**src/rtl/logicap_pkg.sv**
```systemverilog
// Shared definitions for the logic-capture blocks.
// Holds the run-length encoder state type and the default run-count width.
package logicap_pkg;

    typedef enum logic {
        IDLE = 1'b0,
        RUN  = 1'b1
    } rle_state_t;

    localparam int RLE_CNT_W_DEFAULT = 16;

endpackage

```
**src/rtl/rle_out_reg.sv**
```systemverilog
// Output holding register for the run-length encoder.
// A loaded word stays stable until the downstream handshake completes.
module rle_out_reg #(
    parameter int WIDTH = 48
) (
    input  logic             clk,
    input  logic             reset,
    input  logic             load,
    input  logic [WIDTH-1:0] load_data,
    input  logic             load_last,
    input  logic             m_tready,
    output logic             free,
    output logic [WIDTH-1:0] m_tdata,
    output logic             m_tvalid,
    output logic             m_tlast
);

    assign free = !m_tvalid || m_tready;

    // The caller only loads when free, so a load may overlap the handshake of the previous word
    always_ff @(posedge clk) begin
        if (reset) begin
            m_tdata  <= '0;
            m_tvalid <= 1'b0;
            m_tlast  <= 1'b0;
        end else if (load) begin
            m_tdata  <= load_data;
            m_tlast  <= load_last;
            m_tvalid <= 1'b1;
        end else if (m_tready) begin
            m_tvalid <= 1'b0;
        end
    end

endmodule

```
**src/rtl/sample_rle.sv**
```systemverilog
// Run-length encoder for a capture sample stream, emitting {count, value} words.
// Define SAMPLE_RLE_STATS_EN to add saturating stat_in/stat_out counters.
module sample_rle
    import logicap_pkg::*;
#(
    parameter int DSIZE = 32,
    parameter int CNT_W = RLE_CNT_W_DEFAULT
) (
    input  logic                   clk,
    input  logic                   reset,
    input  logic                   enable,
    input  logic                   flush,
    input  logic [DSIZE-1:0]       s_tdata,
    input  logic                   s_tvalid,
    output logic                   s_tready,
    output logic [CNT_W+DSIZE-1:0] m_tdata,
    output logic                   m_tvalid,
    input  logic                   m_tready,
    output logic                   m_tlast,
    output logic                   busy
`ifdef SAMPLE_RLE_STATS_EN
    ,
    output logic [31:0]            stat_in,
    output logic [31:0]            stat_out
`endif
);

    localparam logic [CNT_W-1:0] CNT_MAX = '1;

    rle_state_t               state;
    logic [DSIZE-1:0]         cur;
    logic [CNT_W-1:0]         cnt;
    logic                     flush_pend;
    logic                     free;
    logic                     accept;
    logic                     do_flush;
    logic                     load;
    logic                     load_last;
    logic [CNT_W+DSIZE-1:0]   load_data;

    assign s_tready = enable && !flush_pend && free;
    assign accept   = s_tvalid && s_tready;
    assign do_flush = enable && flush_pend && free;
    assign busy     = (state == RUN) || m_tvalid || flush_pend;

    // A run closes on a differing or overflowing sample, or when a pending flush finds the output free
    always_comb begin
        load      = 1'b0;
        load_last = 1'b0;
        load_data = {cnt, cur};
        if (accept && state == RUN && (s_tdata != cur || cnt == CNT_MAX)) begin
            load = 1'b1;
        end else if (do_flush && state == RUN) begin
            load      = 1'b1;
            load_last = 1'b1;
        end
    end

    always_ff @(posedge clk) begin
        if (reset) begin
            state      <= IDLE;
            cur        <= '0;
            cnt        <= '0;
            flush_pend <= 1'b0;
        end else begin
            if (accept) begin
                if (state == IDLE || load) begin
                    cur   <= s_tdata;
                    cnt   <= CNT_W'(1);
                    state <= RUN;
                end else begin
                    cnt <= cnt + CNT_W'(1);
                end
            end else if (do_flush) begin
                state <= IDLE;
                cnt   <= '0;
            end
            // A second flush while one is pending is absorbed
            if (flush_pend) begin
                flush_pend <= !do_flush;
            end else begin
                flush_pend <= flush;
            end
        end
    end

    rle_out_reg #(
        .WIDTH(CNT_W + DSIZE)
    ) u_out_reg (
        .clk      (clk),
        .reset    (reset),
        .load     (load),
        .load_data(load_data),
        .load_last(load_last),
        .m_tready (m_tready),
        .free     (free),
        .m_tdata  (m_tdata),
        .m_tvalid (m_tvalid),
        .m_tlast  (m_tlast)
    );

`ifdef SAMPLE_RLE_STATS_EN
    always_ff @(posedge clk) begin
        if (reset) begin
            stat_in  <= '0;
            stat_out <= '0;
        end else begin
            if (accept && stat_in != '1) begin
                stat_in <= stat_in + 32'd1;
            end
            if (m_tvalid && m_tready && stat_out != '1) begin
                stat_out <= stat_out + 32'd1;
            end
        end
    end
`endif

endmodule

```
**config.mk**
```make
export PLATFORM = sky130hd
export DESIGN_NAME = sample_rle
export DESIGN_NICKNAME = d
export VERILOG_FILES = /design/src/rtl/logicap_pkg.sv /design/src/rtl/rle_out_reg.sv /design/src/rtl/sample_rle.sv
export SDC_FILE = /design/constraint.sdc
export NUM_CORES = 1
export LEC_CHECK = 0
export CAP_MARGIN = 20
export CORE_MARGIN = 2
export CORE_UTILIZATION = 33
export DETAILED_ROUTE_END_ITERATION = 10
export SYNTH_ARGS = -nofsm -noshare
export SYNTH_HDL_FRONTEND = slang
export SYNTH_SLANG_ARGS = --single-unit
```
**constraint.sdc**
```tcl
create_clock -name clk -period 2.2 [get_ports clk]
set_clock_uncertainty 0.1 [all_clocks]
set_input_delay 0.44 -clock clk [delete_from_list [all_inputs] [get_ports clk]]
set_output_delay 0.44 -clock clk [all_outputs]
set_load 0.005 [all_outputs]
```
# [Word-level counts from Yosys, hierarchy flattened]
# Cells that the tools add are included.
[word_totals] ff_bits=100 latchBits=0 mem_bits_rw=0 romBits=0 out_inout_bits=52 memories=0
[classes] add_sub_neg=1 mul=0 div_mod_pow=0 n_lt_le_gt_ge=0 eq_ne=3 n_shift=0 n_mux=12 bitwise_logic=1 reduce_logical=20
[ops] op="16-bit 2-to-1 mux" n=3
[ops] op="32-bit inequality test" n=1
[ops] op="16-bit by 1-bit adder with 16-bit output (second input constant)" n=1
[ops] op="16-bit == test (second input constant)" n=1
[ops] op="1-bit 2-to-1 mux" n=9
[ops] op="1-bit logical AND" n=8
[ops] op="1-bit logical OR" n=5
[ops] op="2-bit AND reduction" n=2
[ops] op="2-bit nonzero test" n=2
[ops] op="1-bit zero test" n=3
[ops] op="2-bit by 1-bit inequality test with 1-bit output (second input constant)" n=1
[ops] op="1-bit NOT" n=1

# [Logic depth before layout (Yosys ltp)]
[logic_depth] ltp_word=10 depth_mapped=10 depth_no_buf=7

# [Hierarchy]
# Synthesis repeated with hierarchy kept, for this count alone.
[unflattened] cells_unflattened=432 hier_area_um2=4316.6
[by_module_without_submodules] module="sample_rle" n_inst=1 cells_per_inst=269 area_each_um2=2514.9 seq_area_each_um2=1001.0
[by_module_without_submodules] module="rle_out_reg" n_inst=1 cells_per_inst=163 area_each_um2=1801.7 seq_area_each_um2=1001.0

# [Worst setup path after synthesis]
# Ideal clock, no wire load.
[synth_path] path_type="register to register" start="register cnt[1]" end="register u_out_reg.m_tdata[18]" setup_time_ns=0.128 arrival_time_ns=2.185 t_required_ns=1.972 setup_slack_ns=-0.213 path_stages_with_launch=11 path_buffers=3 path_cell_list="dfxtp_1 -> ha_1 -> nand3_1 -> or3_1 -> buf_2 -> o311a_1 -> a31o_2 -> buf_6 -> buf_6 -> mux2i_1 -> nor2_1"
[synth_via] elab_chain_cells=4
[synth_rtl] item="start: declaration" line_no="sample_rle.sv:32" text="logic [CNT_W-1:0] cnt;"
[synth_rtl] item="start signal: assignment" line_no="sample_rle.sv:72" text="cnt <= cnt + CNT_W'(1);"
[synth_rtl] item="16-bit == test" line_no="sample_rle.sv:51" text="if (accept && state == RUN && (s_tdata != cur || cnt == CNT_MAX)) begin"
[synth_rtl] item="1-bit logical OR" line_no="sample_rle.sv:51"
[synth_rtl] item="1-bit logical AND" line_no="sample_rle.sv:51"
[synth_rtl] item="1-bit 2-to-1 mux" line_no="sample_rle.sv:51"
[synth_rtl] item="end signal: assignment" line_no="rle_out_reg.sv:27" text="m_tdata <= load_data;"
[synth_rtl] item="end: declaration" line_no="rle_out_reg.sv:13" text="output logic [WIDTH-1:0] m_tdata,"
# No other way between the ends.
# A chain may end at the register's enable or synchronous reset.

# [Worst setup path after layout]
[layout_path] start="register cnt[0]" end="register u_out_reg.m_tdata[23]"
# Same word-level chain as after synthesis.

==> out/qor.txt <==
vias in the first global route - 3898
Die Area - 14860 um2
WP data arrival - 2440 ps
Slew @ Worst Pin - 468.5 ps
CP bufs+invs - 2
Synth area leader - dfxtp_1
Pins Over Slew Limit - 0
synth cell count leaders - dfxtp_1, mux2i_1, nor2_1, nand2b_1, nand2_1
drt via density - 4.797
HPWL Detailed - 7850 um
compound-cell area share of the yosys netlist - 4.883%
vias - 3876
post-synthesis mux area share - 17.70%
worst-path fanout max - 8
sequential share of the synthesized area - 43.64%
Final min period - 2316 ps
area share of the largest cell type after synthesis - 43.64%
Max clock buf depth - 2
reg2reg path depth - 9
ANT nets after route - 0
synth top area cells - dfxtp_1, mux2i_1, nand2b_1
# nets final - 663
clk root buf - clkbuf_16
RSZ-0062 raised after global routing - true
relative slew slack - 68.48%
gpl congestion - 0.8176
Min-Delay Path Class - primary input to flop
period utilisation layout - 105.3%
global-route wire length before repair - 19020 um
syn_area_per_cell - 9.458 um2
largest family of logic cells by synthesized area - simple AND/OR/NAND/NOR gates
CTS tree - yes
Simple-Gate Fraction of Synth Area - 23.81%
initial antenna violation count - 0
Leakage - 2.972 nW
total grt overflow - 0
drt drc - 0
Hold Violations, Final - 0
Top delay family on crit path - compound AO/OA/AOI/OAI gates
clk_lat worst skew - 350 ps
Inserted Diodes - 0
CP max stage delay - 370 ps
Worst Min Path Start - s_tdata[31]
most frequent cell after synthesis - dfxtp_1
PortBufs - 89
post-synthesis instance area - 4587 um2
std cell rows - 43
CTS clk-pin slew, worst paths - 70 ps
type of the worst setup path - flop to flop
maximum vdd ir drop - 0.4362 mV
DR WL/cell - 14.76 um
Required @ worst endpoint - 2320 ps
FF-to-FF setup slack - -120 ps
total power - 0.003934 W
Final setup viols - 86
initial core utilization - 33.43%
most used cell, CP - buf_12
Synth Net Count - 524
die height - 121.9 um
core box area - 13720 um2
Post-Route WL - 11920 um
Adder-Cell Fraction of Synth Area - 0.2728%
setup ws final - -115.5 ps
Mapped Cells - 485
EDFF count, synth - 0
outcome - finished, violations left
share of layout cells above drive strength 1 - 20.86%
clock sink count - 100
ys async rst share - 0%
Die W - 121.9 um
Initial DRC Count - 168
total global-route track usage - 16.51%
Ys Warns - 0
capturing point of the worst reg2reg path - u_out_reg.m_tdata[23]
CTS Hold Buffers Added - 0
Max Cap Viol - 0
hold endpoint - cur[31]
Synth Flop Type - dfxtp_1
worst r2r src - cnt[0]
Max stage delay cell, worst path - or3_4
startpoint types - flop
Critical Path End Type - flop
fmax - 431.9 MHz
Pwr Density - 571.5 nW/um2
Synth Area in XOR/XNOR - 6.110%
largest net degree at the start of global routing - 55
Setup TNS Final - -6433 ps
htree depth - 3
Seq cells post-synth - 100
worst path cell trace - ha_4 -> nand3_4 -> or3_4 -> o311a_4 -> a31o_4 -> buf_12 -> buf_12 -> mux2i_1 -> nor2_1
DR pass1 iterations - 4
num ports - 90
Hold Crit Depth - 3
failing checks - negative setup slack
Min Hold Slack - 335.2 ps
Synth cell types - 39
Layout area overhead - 50.08%
Num CTS Buffers - 9
[final cells by class]
cell class / instances / area (um2)
Clock inverter: 4 / 48.80
Timing Repair Buffer: 156 / 1662
Clock buffer: 11 / 252.7
Fill cell: 1256 / 6835
Multi-Input combinational cell: 356 / 2681
Tap cell: 180 / 225.2
Sequential cell: 100 / 2011
Inverter: 1 / 3.754
[repair_timing]
action,CTS,global route
endpoints found under the setup margin,99,99
pin swaps,17,22
resized for setup,51,47
gates cloned,7,0
buffers inserted,12,9
[cells by family (layout without fill, tap and decap cells)]
logic type,count (synthesis),in the layout
XOR/XNOR,32,32
flip-flops,100,100
multiplexers,81,81
AO/OA/AOI/OAI,30,30
buffers and inverters,29,172
adder cells (fa/ha/maj),1,1
AND/OR/NAND/NOR,212,212
[stage by stage]
step / instances / util, % / instance area, um2 / setup WS [ps]
2_1_floorplan: 485 / - / 4643 / -108.8
3_3_place_gp: 769 / 43.66 / 5989 / -670.4
3_5_place_dp: 769 / 43.66 / 5989 / -657.3
4_1_cts: 803 / 48.68 / 6679 / -141.4
5_1_grt: 808 / 50.18 / 6884 / -236.9
6_report: 808 / 50.18 / 6884 / -115.5
[cells in the final DEF (no fill, tap or decap), types with 19 or more instances in the layout]
cell / synthesis / routed
xor2_1: 24 / 21
dfxtp_1: 100 / 95
buf_4: 1 / 46
mux2i_1: 80 / 79
nor2_1: 66 / 65
nand2_1: 32 / 29
dlygate4sd2_1: 0 / 19
clkdlybuf4s50_1: 0 / 56
nand2b_1: 65 / 64
[how the worst max path moves through the flow]
stage | startpoint | endpoint | cells after the start
5_1_grt | s_tdata[21] | cur[4] | 10
2_1_floorplan | cnt[1] | u_out_reg.m_tdata[18] | 10
6_report | cnt[0] | u_out_reg.m_tdata[23] | 9
4_1_cts | cnt[0] | cur[2] | 8
3_3_place_gp | s_tdata[12] | u_out_reg.m_tdata[24] | 9
3_5_place_dp | s_tdata[21] | u_out_reg.m_tdata[2] | 9
[sequential cells by signal, indices dropped and copies added, names as in the netlist]
register / count
cnt: 16
cur: 32
flush_pend: 1
state: 1
u_out_reg.m_tdata: 48
u_out_reg.m_tlast: 1
u_out_reg.m_tvalid: 1
[report_power, final]
group	internal, W	switching, W	total [W]
sequential	0.00185	0.0000376	0.00188
combinational	0.000235	0.000204	0.000439
clock	0.000936	0.000675	0.00161
[worst min-delay path: stages]
cell and delay (ps):
dlymetal6s2s_1 140, nand2b_1 70, mux2i_1 70
[routing by layer]
layer	GRT usage, %	share of wire (%)	routed length, um
met1	20.49	46	5437
met2	27.69	48	5708
met3	4.213	5.0	598
met4	5.891	1.5	179
met5	0	0	0
Note: power is estimated with default switching activity, not from simulation.
